### src/rtl/dmem_access_ctrl.sv
// Data-memory access sequencer: one load/store at a time onto an SRAM-like bus,
// with pipeline stall, byte strobes, store-data replication and misalignment
// detection. Optional macro DMEM_ALIGN_CHECK_EN enables the misalignment checks.
module dmem_access_ctrl (
    input  logic        clk,
    input  logic        resetn,
    input  logic        mem_en,
    input  logic        mem_wr,
    input  logic [1:0]  mem_size,
    input  logic [31:0] mem_addr,
    input  logic [31:0] mem_wdata,
    input  logic        flush,
    output logic        mem_stall,
    output logic [31:0] mem_rdata,
    output logic        mem_rvalid,
    output logic        laddrerr,
    output logic        saddrerr,
    output logic        data_req,
    output logic        data_wr,
    output logic [1:0]  data_size,
    output logic [31:0] data_addr,
    output logic [3:0]  data_wstrb,
    output logic [31:0] data_wdata,
    input  logic        data_addr_ok,
    input  logic        data_data_ok,
    input  logic [31:0] data_rdata
);

    localparam int unsigned AW = 32;
    localparam int unsigned DW = 32;
    localparam int unsigned SW = DW / 8;

    typedef enum logic [1:0] {
        IDLE = 2'd0,
        ADDR = 2'd1,
        DATA = 2'd2,
        HOLD = 2'd3
    } state_e;

    state_e         state_q,  state_d;
    logic           req_q,    req_d;
    logic           wr_q,     wr_d;
    logic [1:0]     size_q,   size_d;
    logic [AW-1:0]  addr_q,   addr_d;
    logic [SW-1:0]  wstrb_q,  wstrb_d;
    logic [DW-1:0]  wdata_q,  wdata_d;
    logic [DW-1:0]  rdata_q,  rdata_d;
    logic           rvalid_q, rvalid_d;
    logic           cancel_q, cancel_d;

    logic           go_c;
    logic           done_c;
    logic           kill_c;
    logic [SW-1:0]  strb_c;
    logic [DW-1:0]  wrep_c;

`ifdef DMEM_ALIGN_CHECK_EN
    logic misaligned_c;

    // Half needs bit 0 clear, word (and size 3) needs bits [1:0] clear.
    always_comb begin
        misaligned_c = 1'b0;
        case (mem_size)
            2'd0:    misaligned_c = 1'b0;
            2'd1:    misaligned_c = mem_addr[0];
            default: misaligned_c = |mem_addr[1:0];
        endcase
    end

    assign laddrerr = mem_en & ~mem_wr & misaligned_c;
    assign saddrerr = mem_en &  mem_wr & misaligned_c;
`else
    assign laddrerr = 1'b0;
    assign saddrerr = 1'b0;
`endif

    assign go_c = mem_en & ~laddrerr & ~saddrerr & ~flush;

    // Byte enables and lane-replicated store data for the incoming request.
    always_comb begin
        strb_c = '0;
        wrep_c = mem_wdata;
        case (mem_size)
            2'd0: begin
                strb_c = SW'(4'b0001 << mem_addr[1:0]);
                wrep_c = {4{mem_wdata[7:0]}};
            end
            2'd1: begin
                strb_c = mem_addr[1] ? SW'(4'b1100) : SW'(4'b0011);
                wrep_c = {2{mem_wdata[15:0]}};
            end
            default: begin
                strb_c = SW'(4'b1111);
                wrep_c = mem_wdata;
            end
        endcase
        if (!mem_wr) begin
            strb_c = '0;
        end
    end

    // Data phase ends either with addr_ok+data_ok together in ADDR, or data_ok in DATA.
    assign done_c = data_data_ok &
                    (((state_q == ADDR) & data_addr_ok) | (state_q == DATA));
    assign kill_c = cancel_q | flush;

    always_comb begin
        state_d  = state_q;
        req_d    = req_q;
        wr_d     = wr_q;
        size_d   = size_q;
        addr_d   = addr_q;
        wstrb_d  = wstrb_q;
        wdata_d  = wdata_q;
        rdata_d  = rdata_q;
        rvalid_d = 1'b0;
        cancel_d = cancel_q;

        case (state_q)
            IDLE: begin
                cancel_d = 1'b0;
                if (go_c) begin
                    state_d = ADDR;
                    req_d   = 1'b1;
                    wr_d    = mem_wr;
                    size_d  = mem_size;
                    addr_d  = mem_addr;
                    wstrb_d = strb_c;
                    wdata_d = wrep_c;
                end
            end
            ADDR: begin
                if (flush) begin
                    cancel_d = 1'b1;
                end
                if (data_addr_ok) begin
                    req_d   = 1'b0;
                    state_d = DATA;
                end
            end
            DATA: begin
                if (flush) begin
                    cancel_d = 1'b1;
                end
            end
            HOLD: begin
                state_d = IDLE;
            end
            default: begin
                state_d = IDLE;
            end
        endcase

        // A cancelled access still drains the bus but is invisible to the pipeline.
        if (done_c) begin
            if (kill_c) begin
                state_d  = IDLE;
                cancel_d = 1'b0;
            end else begin
                state_d  = HOLD;
                rvalid_d = ~wr_q;
                if (!wr_q) begin
                    rdata_d = data_rdata;
                end
            end
        end
    end

    always_ff @(posedge clk or negedge resetn) begin
        if (!resetn) begin
            state_q  <= IDLE;
            req_q    <= 1'b0;
            wr_q     <= 1'b0;
            size_q   <= 2'd0;
            addr_q   <= '0;
            wstrb_q  <= '0;
            wdata_q  <= '0;
            rdata_q  <= '0;
            rvalid_q <= 1'b0;
            cancel_q <= 1'b0;
        end else begin
            state_q  <= state_d;
            req_q    <= req_d;
            wr_q     <= wr_d;
            size_q   <= size_d;
            addr_q   <= addr_d;
            wstrb_q  <= wstrb_d;
            wdata_q  <= wdata_d;
            rdata_q  <= rdata_d;
            rvalid_q <= rvalid_d;
            cancel_q <= cancel_d;
        end
    end

    // Stall is combinational in IDLE so the launching cycle freezes the pipe too.
    always_comb begin
        mem_stall = 1'b0;
        case (state_q)
            IDLE:       mem_stall = go_c;
            ADDR, DATA: mem_stall = 1'b1;
            default:    mem_stall = 1'b0;
        endcase
    end

    assign data_req   = req_q;
    assign data_wr    = wr_q;
    assign data_size  = size_q;
    assign data_addr  = addr_q;
    assign data_wstrb = wstrb_q;
    assign data_wdata = wdata_q;
    assign mem_rdata  = rdata_q;
    assign mem_rvalid = rvalid_q;

endmodule

### config.mk
export PLATFORM = sky130hd
export DESIGN_NAME = dmem_access_ctrl
export DESIGN_NICKNAME = d
export VERILOG_FILES = /design/src/rtl/dmem_access_ctrl.sv
export SDC_FILE = /design/constraint.sdc
export NUM_CORES = 1
export LEC_CHECK = 0
export CAP_MARGIN = 15
export CORE_MARGIN = 5
export CORE_UTILIZATION = 38
export CTS_BUF_LIST = sky130_fd_sc_hd__clkbuf_16
export DETAILED_ROUTE_END_ITERATION = 12
export PLACE_DENSITY = 0.85
export RECOVER_POWER = 100
export SLEW_MARGIN = 10
export SYNTH_ARGS = -nofsm -noshare
export SYNTH_HDL_FRONTEND = slang
export SYNTH_SLANG_ARGS = --single-unit
### constraint.sdc
create_clock -name clk -period 4.2 [get_ports clk]
set_input_delay 0.84 -clock clk [delete_from_list [all_inputs] [get_ports clk]]
set_output_delay 0.84 -clock clk [all_outputs]
set_load 0.02 [all_outputs]
==> impl_metrics.ini <==
[drt]
wl_mm = 12.7
vias_per_cell = 4.79
drc = 0
drt-pass1-iter-count = 4
postRouteAntennaNets = 0
vias = 3736
post_drt_wl_per_cell_um = 16.2
first_iter_violations = 206

[hold_path]
hold_end = data_addr[16]
hp-class = flip-flop to flip-flop
hold_depth = 2
min_from = data_addr[16]

[outcome]
status = finished, violations left
violations = max-capacitance violations, max-slew violations

[setup_path]
critPathRequiredTime_ps = 3360
r2r-start = state_q[1]
reg2reg_depth = 7
start_kind = primary input
cp_max_fo = 5
r2r_slack_ps = 1190
r2r-end = mem_rdata[26]
cp.arrival_ps = 2680
path_class = primary input to output port
end_kind = output port

[synthesis]
synth_compound_area_share_pct = 6.40
yosys_warnings = 0
synth_ff_type = dfrtp_1
synth_fa_ha_area_share_pct = 1.38
synth_async_sr_flop_share_pct = 100
avgSynthCellArea_sq_um = 10.5
synth_xor_area_share_pct = 0
synth-seq-cells = 108
ys_top_cells_by_area = dfrtp_1, nand2_1, mux2_2
ys_seq_area_share_pct = 59.8
postSynthCellCount = 429
synth_commonest_cells = nand2_1, dfrtp_1, mux2_2
synth.top_cell.area_share_pct = 59.8
yosysTopAreaCell = dfrtp_1
ys_types = 28
syn-cell-area_sq_um = 4520
synth-edff-count = 0
synth_mux_area_share_pct = 13.3
synth_top_family_by_area = simple AND/OR/NAND/NOR gates
synth_simple_gate_area_share_pct = 15.8
post-synth-top-count-cell = nand2_1

[timing]
slew_headroom_pct = -82.9
worst_pin_slew_ps = 2740
finalCriticalPeriod_ps = 3520
fin_crit_sh_pct = 83.8
setup_viol = 0
skew_ps = 4.69
max_freq_mhz = 284
hold_viol_final = 0
setup-tns-final_ps = 0
slew_violations = 83
rsz0062_at_grt = no

[clocking]
clock-sinks = 108
holdBufCountCts = 0
clkLatencyLatePin_ps = 330
ctsResizeCount = 0
clk_path_buf_depth = 2
cts_setup_buffers = 0
path_clk_slew_ps = 70
cts_tree = built
numCtsBuffers = 9
clk_root_buffer_cell = clkbuf_16
htreeDepth = 3

[floorplanning]
rows = 39
io_pins = 213
die_w_um = 119
coreArea_sq_um = 11500
die_h_um = 119
fp.dieArea_sq_um = 14200
initial_core_util_pct = 39.2

[grt]
antenna_found_initial = 0
grt_max_degree = 61
grt_pass1_vias = 4012
overflow = 0
grt_pass1_wl_mm = 20.8
grtUsageTotal_pct = 18.0

[final_layout]
antenna_cells = 0
layout-drive-gt1-share_pct = 9.11
fin_nets = 743
area.growth.synth_to_final_pct = 55.4
fillers = 966
finalNonFillerCells = 780
post-route-util_pct = 61.0

[flow_run]
maxCapViolations = 2

[power_and_ir_drop]
ir_worst_vdd_v = 0.000383
p_per_area_nw_per_um2 = 730
power_leakage_uw = 0.00334
power.total_uw = 5130

[placed_design]
hpwlAfterDp_mm = 9.78
io_buffers = 210
place_congestion = 0.849
placed_cells = 765
critical path: stages:
cell	delay, ps
dlygate4sd3_1	630
nand2b_1	280
nor2_4	130
nor2_1	50
nor2_1	80
dlygate4sd3_1	680
metal layers:
metal,up-vias,track usage [%],part of all wire [%]
met4,0,6.15,2.4
met1,1753,21.5,39
met5,-,0,0
li1,1809,-,-
met2,155,30.4,49
met3,19,5.97,9.2
worst max-delay path by stage:
stage | startpoint | to | depth (start not counted)
after detailed placement | flush | mem_stall | 6
final | flush | mem_stall | 6
after floorplan | flush | mem_stall | 4
after global placement | flush | mem_stall | 6
after CTS | flush | mem_stall | 6
after global routing | flush | mem_stall | 6
cell families (layout without fill, tap and decap cells):
| kind of cell | after synthesis | count (layout) |
|---|---|---|
| compound gates | 51 | 51 |
| fa+ha+maj | 5 | 5 |
| buf+inv | 29 | 236 |
| flops | 108 | 108 |
| mux | 56 | 56 |
| other cells | 1 | 2 |
| simple gates | 179 | 179 |
cells in the final DEF (no fill, tap or decap), drive strengths merged, types with 3 or more instances in the layout:
cell type	netlist	routed
a21oi	13	13
buf	12	5
clkbuf	12	11
clkdlybuf4s50	0	102
dfrtp	108	108
dlygate4sd3	0	107
ha	5	5
inv	5	7
mux2	32	32
mux2i	24	24
nand2	158	158
nor2	14	14
o21ai	30	30
o221a	3	3
registers in the layout, summed over array words and instances, names as in the netlist:
name and flops:
data_addr 32, data_wdata 32, mem_rdata 32, data_wstrb 4, data_size 2, state_q 2
cancel_q 1, data_req 1, data_wr 1, mem_rvalid 1
final cells by class:
type | instances | area [sq um] | area share, %
clock buffers | 9 | 225 | 3.21
inverters | 5 | 18.8 | 0.267
repair buffers | 216 | 2160 | 30.8
multi-input cells | 293 | 1670 | 23.8
flip-flops and latches | 108 | 2700 | 38.5
clock inverters | 6 | 63.8 | 0.908
well taps | 143 | 179 | 2.55
report_power, final:
group,switching (uW),internal (uW),leakage [uW]
registers,273,1560,0.00134
clock network,366,460,0.000140
logic,1340,1120,0.00186
metrics by stage:
| stage | area [sq um] | hold WS (ps) | setup WS (ps) |
|---|---|---|---|
| after floorplan | 4520 | 544 | 1780 |
| after global placement | 6750 | 457 | 975 |
| after detailed placement | 6750 | 461 | 940 |
| after CTS | 7040 | 478 | 933 |
| after global routing | 7020 | 496 | 582 |
| final | 7020 | 470 | 681 |
(Power assumes the default switching activity.)
